--- src/rtl/dk_sprite_ctrl.sv ---
// dk_sprite_ctrl: Donkey Kong sprite sequencer and address generator.
//
// Holds DK's screen column and runs the idle / walk-right / walk-left / throw
// state machine once per frame_tick. Chooses the sprite bank, animation phase
// and horizontal mirroring. Converts VGA pixel counters into sprite-local
// addresses and masks the returned colour index into draw_dk.
//
// Ports:
//   clk, rst          pixel clock, asynchronous active-high reset
//   frame_tick        one-cycle pulse at the start of vblank
//   enable            level, 1 = walk, 0 = idle
//   throw_req         level request, held until throw_ack
//   throw_ack         one-cycle pulse when a throw is accepted
//   horz, vert        current VGA column / row
//   dk_x              sprite left column
//   spr_horz/vert     sprite-local address to sprite memory
//   spr_sel           0 = front bank, 1 = side bank, 2 = throw bank
//   spr_frame         walk animation phase
//   mirror            horizontal flip applied to spr_horz
//   pix_in            colour index from the selected sprite memory
//   hit               (DK_HIT_FLASH_EN only) starts a blink period
//   draw_dk           masked colour index to the mixer, 0 = transparent
//
// Optional feature macro: DK_HIT_FLASH_EN adds the hit input and a blink
// counter that blanks draw_dk in 4-frame periods after a hit.
//
// Pixel latency: draw_dk for a pixel appears two clocks after it is presented.

module dk_sprite_ctrl #(
    parameter int unsigned SPR_W        = 64,
    parameter int unsigned SPR_H        = 32,
    parameter int unsigned DK_Y         = 40,
    parameter int unsigned X_MIN        = 0,
    parameter int unsigned X_MAX        = 576,
    parameter int unsigned STEP         = 2,
    parameter int unsigned ANIM_DIV     = 8,
    parameter int unsigned THROW_FRAMES = 16
) (
    input  logic       clk,
    input  logic       rst,
    input  logic       frame_tick,
    input  logic       enable,
    input  logic       throw_req,
    output logic       throw_ack,
    input  logic [9:0] horz,
    input  logic [9:0] vert,
    output logic [9:0] dk_x,
    output logic [9:0] spr_horz,
    output logic [9:0] spr_vert,
    output logic [1:0] spr_sel,
    output logic       spr_frame,
    output logic       mirror,
    input  logic [2:0] pix_in,
`ifdef DK_HIT_FLASH_EN
    input  logic       hit,
`endif
    output logic [2:0] draw_dk
);

    localparam int unsigned AW = $clog2(ANIM_DIV + 1);
    localparam int unsigned TW = $clog2(THROW_FRAMES + 1);

    localparam logic [1:0] S_IDLE   = 2'd0;
    localparam logic [1:0] S_WALK_R = 2'd1;
    localparam logic [1:0] S_WALK_L = 2'd2;
    localparam logic [1:0] S_THROW  = 2'd3;

    logic [1:0]    state, state_d;
    logic          last_right, last_right_d;
    logic [9:0]    dk_x_d;
    logic [AW-1:0] anim_cnt, anim_cnt_d;
    logic          frame_d;
    logic [TW-1:0] throw_cnt, throw_cnt_d;
    logic          ack_d;
    logic          walk_step;
    logic          right_hit, left_hit;

    // Boundary tests in 11 bits so dk_x + STEP cannot wrap.
    assign right_hit = ({1'b0, dk_x} + 11'(STEP)) >= 11'(X_MAX);
    assign left_hit  = {1'b0, dk_x} <= 11'(X_MIN + STEP);

    always_comb begin
        state_d      = state;
        last_right_d = last_right;
        dk_x_d       = dk_x;
        anim_cnt_d   = anim_cnt;
        frame_d      = spr_frame;
        throw_cnt_d  = throw_cnt;
        ack_d        = 1'b0;
        walk_step    = 1'b0;

        if (frame_tick) begin
            case (state)
                S_THROW: begin
                    // Requests are ignored while throwing; dk_x is held on exit.
                    if (throw_cnt == TW'(THROW_FRAMES - 1)) begin
                        throw_cnt_d = '0;
                        if (enable) state_d = last_right ? S_WALK_R : S_WALK_L;
                        else        state_d = S_IDLE;
                    end else begin
                        throw_cnt_d = throw_cnt + 1'b1;
                    end
                end
                default: begin
                    if (throw_req) begin
                        // Throw beats the move and the boundary turn.
                        state_d     = S_THROW;
                        throw_cnt_d = '0;
                        ack_d       = 1'b1;
                        anim_cnt_d  = '0;
                        frame_d     = 1'b0;
                    end else if (!enable) begin
                        state_d    = S_IDLE;
                        anim_cnt_d = '0;
                        frame_d    = 1'b0;
                    end else begin
                        // Leaving IDLE moves on the same tick, in last_dir.
                        walk_step = 1'b1;
                    end
                end
            endcase
        end

        if (walk_step) begin
            if (anim_cnt == AW'(ANIM_DIV - 1)) begin
                anim_cnt_d = '0;
                frame_d    = ~spr_frame;
            end else begin
                anim_cnt_d = anim_cnt + 1'b1;
            end

            if (last_right) begin
                if (right_hit) begin
                    dk_x_d       = 10'(X_MAX);
                    state_d      = S_WALK_L;
                    last_right_d = 1'b0;
                end else begin
                    dk_x_d  = dk_x + 10'(STEP);
                    state_d = S_WALK_R;
                end
            end else begin
                if (left_hit) begin
                    dk_x_d       = 10'(X_MIN);
                    state_d      = S_WALK_R;
                    last_right_d = 1'b1;
                end else begin
                    dk_x_d  = dk_x - 10'(STEP);
                    state_d = S_WALK_L;
                end
            end
        end
    end

    always_ff @(posedge clk or posedge rst) begin
        if (rst) begin
            state      <= S_IDLE;
            last_right <= 1'b1;
            dk_x       <= 10'(X_MIN);
            anim_cnt   <= '0;
            spr_frame  <= 1'b0;
            throw_cnt  <= '0;
            throw_ack  <= 1'b0;
        end else begin
            state      <= state_d;
            last_right <= last_right_d;
            dk_x       <= dk_x_d;
            anim_cnt   <= anim_cnt_d;
            spr_frame  <= frame_d;
            throw_cnt  <= throw_cnt_d;
            throw_ack  <= ack_d;
        end
    end

    // Bank and flip follow the state, which only moves on frame_tick.
    // Side art faces left, so walking right needs the flip.
    always_comb begin
        spr_sel = 2'd0;
        mirror  = 1'b0;
        case (state)
            S_WALK_R: begin spr_sel = 2'd1; mirror = 1'b1;       end
            S_WALK_L: begin spr_sel = 2'd1; mirror = 1'b0;       end
            S_THROW:  begin spr_sel = 2'd2; mirror = last_right; end
            default:  begin spr_sel = 2'd0; mirror = 1'b0;       end
        endcase
    end

    // Pixel pipeline, stage 1: bounding box and sprite-local address.
    logic       in_box, in_box_q;
    logic [9:0] rel, h_loc, v_loc;

    assign in_box = ({1'b0, horz} >= {1'b0, dk_x}) &&
                    ({1'b0, horz} <  ({1'b0, dk_x} + 11'(SPR_W))) &&
                    ({1'b0, vert} >= 11'(DK_Y)) &&
                    ({1'b0, vert} <  11'(DK_Y + SPR_H));
    assign rel    = horz - dk_x;
    assign h_loc  = mirror ? (10'(SPR_W - 1) - rel) : rel;
    assign v_loc  = vert - 10'(DK_Y);

    // Stage 2 qualifiers. An unknown pix_in makes pix_known non-true in
    // four-state simulation, which selects the transparent branch.
    logic pix_known;
    logic blank;
    assign pix_known = (^pix_in == 1'b0) || (^pix_in == 1'b1);

`ifdef DK_HIT_FLASH_EN
    logic [5:0] flash_cnt;

    always_ff @(posedge clk or posedge rst) begin
        if (rst) begin
            flash_cnt <= 6'd0;
        end else if (hit) begin
            flash_cnt <= 6'd32;
        end else if (frame_tick && (flash_cnt != 6'd0)) begin
            flash_cnt <= flash_cnt - 6'd1;
        end
    end

    // Blink: blank during the half of each 8-frame window where bit 2 is set.
    assign blank = (flash_cnt != 6'd0) && flash_cnt[2];
`else
    assign blank = 1'b0;
`endif

    always_ff @(posedge clk or posedge rst) begin
        if (rst) begin
            in_box_q <= 1'b0;
            spr_horz <= 10'd0;
            spr_vert <= 10'd0;
            draw_dk  <= 3'd0;
        end else begin
            in_box_q <= in_box;
            spr_horz <= in_box ? h_loc : 10'd0;
            spr_vert <= in_box ? v_loc : 10'd0;
            if (in_box_q && pix_known && !blank) draw_dk <= pix_in;
            else                                 draw_dk <= 3'd0;
        end
    end

endmodule

--- config.mk ---
export PLATFORM = sky130hd
export DESIGN_NAME = dk_sprite_ctrl
export DESIGN_NICKNAME = d
export VERILOG_FILES = /design/src/rtl/dk_sprite_ctrl.sv
export SDC_FILE = /design/constraint.sdc
export NUM_CORES = 1
export LEC_CHECK = 0
export CAP_MARGIN = 20
export CORE_AREA = 2 2 80 82
export CTS_BUF_LIST = sky130_fd_sc_hd__clkbuf_2 sky130_fd_sc_hd__clkbuf_4 sky130_fd_sc_hd__clkbuf_8
export DETAILED_ROUTE_END_ITERATION = 7
export DIE_AREA = 0 0 82 84
export PLACE_DENSITY = 0.83
export SYNTH_ARGS = -nofsm -noshare
export SYNTH_HDL_FRONTEND = slang
export SYNTH_SLANG_ARGS = --single-unit
--- constraint.sdc ---
create_clock -name clk -period 5.2 [get_ports clk]
set_clock_uncertainty 0.05 [all_clocks]
set_input_delay 0.78 -clock clk [delete_from_list [all_inputs] [get_ports clk]]
set_output_delay 0.78 -clock clk [all_outputs]
set_load 0.02 [all_outputs]
* Word-level counts from Yosys, hierarchy flattened
Index checks and enable logic that the tools add are counted.
W data, S select, Z words.
** Storage, ports and cells
- Input bits :: 28
- Logic and storage cells :: 90
- Register bits :: 48
- Output and inout bits :: 38
** Operators by class
- $add $sub $neg :: 9
- $lt $le $gt $ge :: 6
- Eq/ne operators :: 9
- Mux-type cells :: 45
- Reductions and logical operators :: 9
- Bitwise logic cells :: 1
** Operators by type and width (number)
- $mux W10 :: 6
- $mux W4 :: 6
- $mux W2 :: 11
- $mux W1 :: 16
- $mux W5 :: 3
- $add A10 B2 Y11 const B :: 1
- $add A10 B7 Y11 const B :: 1
- $ge A11 B10 Y1 const B :: 1
- $lt A10 B11 Y1 :: 1
- $add A10 B2 Y10 const B :: 1
- $ge A10 B10 Y1 :: 1
- $ge A10 B6 Y1 const B :: 1
- $le A10 B2 Y1 const B :: 1
- $lt A10 B7 Y1 const B :: 1
- $sub A10 B10 Y10 :: 1
- $sub A10 B2 Y10 const B :: 1
- $sub A10 B6 Y10 const B :: 1
- $sub A6 B10 Y10 const A :: 1
- $reduce_and A3 Y1 :: 2
- $add A5 B1 Y5 const B :: 1
- $eq A5 B4 Y1 const B :: 1
- $add A4 B1 Y4 const B :: 1
- $eq A2 B2 Y1 const B :: 2
- $eq A4 B3 Y1 const B :: 1
- 13 further kinds :: 16

* Longest topological paths before layout
- Depth in word-level cells :: 6
- Depth in mapped cells :: 11

* Worst setup path before layout
Ideal clock, no wire load.
- Path kind :: input -> register
- From :: input horz[3]
- To :: register spr_horz[5]
- Library setup time :: 134 ps
- Arrival :: 2491 ps
- Setup slack :: 2524 ps
- Buffers on the path :: 1
- Stages on the path :: 8
- Cell sequence :: ha_1 a21oi_1 a21oi_1 o31a_1 a311o_1 a21oi_1 buf_2 nor3_1
** Between the ends
- Cells in the longest elaborated chain, start to end :: 5
- Elaborated cells on any way between the ends :: 9
- Classes of those cells :: 2 x add/sub; 2 x order compare; 2 x mux; 3 x reduce/logical
** Ends and longest elaborated chain
- from (decl) :: RTL line 45 : input logic [9:0] horz,
- branches (longest 4 deep; another with $sub A10 B10 Y10)
- $mux W10 (*) :: RTL line 232 : spr_horz <= in_box ? h_loc : 10'd0;
- to (signal assigned) :: RTL line 232
- to (decl) :: RTL line 48 : output logic [9:0] spr_horz,
Every way passes the cells marked *.
A chain may end at the register's enable or synchronous reset.

* Worst setup path in the final report
- From :: register state[0]
- To :: output mirror
** Between the ends
- Cells in the longest elaborated chain, start to end :: 2
- Elaborated cells on any way between the ends :: 3
- Classes of those cells :: 2 x eq/ne; 1 x mux
** Ends and longest elaborated chain
- from (decl) :: RTL line 68 : logic [1:0] state, state_d;
- from (signal assigned) :: RTL line 164 : state <= state_d;
- $eq A2 B2 Y1 or $eq A2 B1 Y1 (tied branches) :: RTL line 179 : case (state)
- $pmux W1 S2 (*) :: RTL line 179
- to (decl) :: RTL line 52 : output logic mirror,
Every way passes the cells marked *; elsewhere a longest branch is shown, timed or not.

==> results.json <==
{
  "outcome": "finished, final reports clean",
  "postCtsHoldBufs": 0,
  "grt_busiest_layer": "met2",
  "post_cts_buffers": 0,
  "yosysMostFrequentCell": "dfrtp_1",
  "numPortBuffers": 64,
  "pwr-share-seq": 0.263,
  "wl_per_cell_um": 15.7,
  "nets": 463,
  "syn-num-nets": 403,
  "grt_pass1_vias": 2825,
  "grt_overflow": 0,
  "cts_root_buf": "clkbuf_8",
  "dr_total_vias": 2884,
  "switching_power_w": 0.000958,
  "grt_use_met1": 0.330,
  "slew_viol_final": 0,
  "critPathCaptureType": "primary output",
  "drive_above_1_share": 0.0513,
  "p_int_w": 0.00110,
  "hold_slack_ps": 433,
  "cp_max_fo": 13,
  "rsz0062_at_grt": "false",
  "viasPerCell": 5.93,
  "die_area_um2": 6890,
  "crit_arrival_ps": 2400,
  "p_sw_frac": 0.464,
  "antenna_cells": 0,
  "slew_headroom": 0.494,
  "numClockSinks": 47,
  "detail_route.first_pass.iterations": 4,
  "cts_tree": "yes",
  "chipHeight_um": 84,
  "fp.dieW_um": 82,
  "synth_top_area_share": 0.360,
  "pwr-share-clk": 0.132,
  "core-area_um2": 6100,
  "start_kind": "register",
  "synth_area_leaders": "dfrtp_1, ha_1, nor3_1, xnor2_1, o21ai_0",
  "power_w": 0.00206,
  "grt_max_degree": 48,
  "worstPathRequired_ps": 4370,
  "rows": 29,
  "cts_buffer_depth": 2,
  "drc": 0,
  "yosys-top-cells-count": "dfrtp_1, ha_1, nor3_1, nand2_1, o21ai_0",
  "ys.flop_type": "dfrtp_1",
  "wirelength_mm": 7.61,
  "grtUsageTotal": 0.240,
  "grt_use_met2": 0.389,
  "syn_area_um2": 3200,
  "grt_pass1_wl_mm": 13.1,
  "globalplace.congestion": 0.978,
  "synth_edf_count": 0,
  "power_density_nw_per_um2": 513,
  "antenna_found_initial": 0,
  "use_met3": 0.0281,
  "hold_path_class": "register to register",
  "dp_hpwl_mm": 5.87,
  "cts_buffers": 5,
  "finalCriticalPeriod_ps": 3240,
  "syn_to_final_growth_pct": 25.7,
  "yosysSeqAreaShare": 0.368,
  "path_class": "register to primary output",
  "p_comb_frac": 0.606,
  "yosysTopAreaCell": "dfrtp_1",
  "synth.distinct_cells": 64,
  "fin_crit_sh": 0.622,
  "setup_tns_ps": 0,
  "io_pins": 66,
  "drt_iter0_drc": 147,
  "syn_inst": 348,
  "clk_latency_ps": 300,
  "fmax_mhz": 309,
  "start_util": 0.525,
  "setup_violations": 0,
  "cts_max_level": 2,
  "synth_warnings": 0,
  "antenna_left": 0,
  "cts-resized-gates": 0,
  "leakage_nw": 1.69,
  "tightest_slew_ps": 753,
  "max-cap-violations": 0,
  "yosys_register_bits": 47,
  "synthArstFlopShare": 1.00,
  "clk_transition_reported_paths_ps": 90,
  "avgSynthCellArea_um2": 9.19,
  "hold_viol": 0,
  "peakVddDrop_uv": 346
}
-- critical path, stage by stage, from the launching register on --
cell and delay (ps):
dfrtp_1 420, ha_1 360, a21oi_2 590, inv_1 160
clkdlybuf4s50_1 580
-- logic make-up (layout without fill, tap and decap cells) --
family	Yosys count	count (layout)	synth area share
AO/OA/AOI/OAI	97	97	0.214
XOR/XNOR	17	17	0.0466
adder cells (fa/ha/maj)	27	27	0.108
buffers and inverters	32	93	0.0415
flip-flops	47	47	0.368
multiplexers	5	5	0.0164
other	2	2	0.00235
AND/OR/NAND/NOR	121	121	0.203
-- flip-flops by register name (all words and copies together) (netlist names) --
| signal | cells |
|---|---|
| spr_vert | 10 |
| spr_horz | 10 |
| draw_dk | 3 |
| throw_ack | 1 |
| state | 2 |
| spr_frame | 1 |
| anim_cnt | 4 |
| throw_cnt | 5 |
| last_right | 1 |
| in_box_q | 1 |
| dk_x | 9 |
-- final cells by class --
type	instances	area, µm²
clock buffer	5	68.8
clock inverter	3	46.3
fill	499	2080
inverter	18	67.6
multi-input combinational	269	1890
sequential	47	1180
tap	77	96.3
timing repair buffer	67	676
-- final timing paths --
path,startpoint,endpoint,slack [ps],cells past startpoint
max,state[0]$_DFFE_PP0P_,mirror,1970,4
min,spr_frame$_DFF_PP0_,spr_frame$_DFF_PP0_,430,1
min reg2reg,spr_frame$_DFF_PP0_,spr_frame$_DFF_PP0_,430,1
min in group asynchronous,rst,spr_vert[6]$_DFF_PP0_,650,2
max in group asynchronous,rst,last_right$_DFFE_PP1P_,3940,3
max reg2reg,dk_x[4]$_DFFE_PP0P_,spr_horz[9]$_DFF_PP0_,2340,8
-- power groups by stage --
stage          logic, W  registers [W]  clock network, W
3_3_place_gp    0.00121       0.000542                 0
2_1_floorplan  0.000875       0.000544                 0
5_1_grt         0.00139       0.000556          0.000296
6_report        0.00125       0.000542          0.000272
3_5_place_dp    0.00124       0.000547                 0
4_1_cts         0.00124       0.000540          0.000279
-- metal layers --
layer  wire length [µm]  up-vias
li1                   -     1403
met1               3310     1381
met2               3760       89
met3                422       11
met4                117        0
met5                  0        -
-- per-stage QoR --
step / util / area [µm²] / instances / setup slack (ps)
final: 0.659 / 4020 / 486 / 1970
after global routing: 0.659 / 4020 / 486 / 1820
after CTS: 0.656 / 4000 / 485 / 1920
after detailed placement: 0.637 / 3880 / 477 / 1910
after global placement: 0.637 / 3880 / 477 / 1960
after floorplan: - / 3200 / 348 / 2520
-- placed cells by master (no fill, tap or decap), types with 7 or more instances in the layout --
cell type         n
xnor2_1          13
o211ai_1          8
clkdlybuf4s50_1  64
and2_1            9
inv_1            16
dfrtp_1          46
a21oi_1          18
nand2b_1          7
nor3_1           23
o21ai_0          18
nand3_1          11
nor2_1           13
nand2_1          22
nor2b_1           8
ha_1             26
Note: power is estimated with default switching activity, not from simulation.
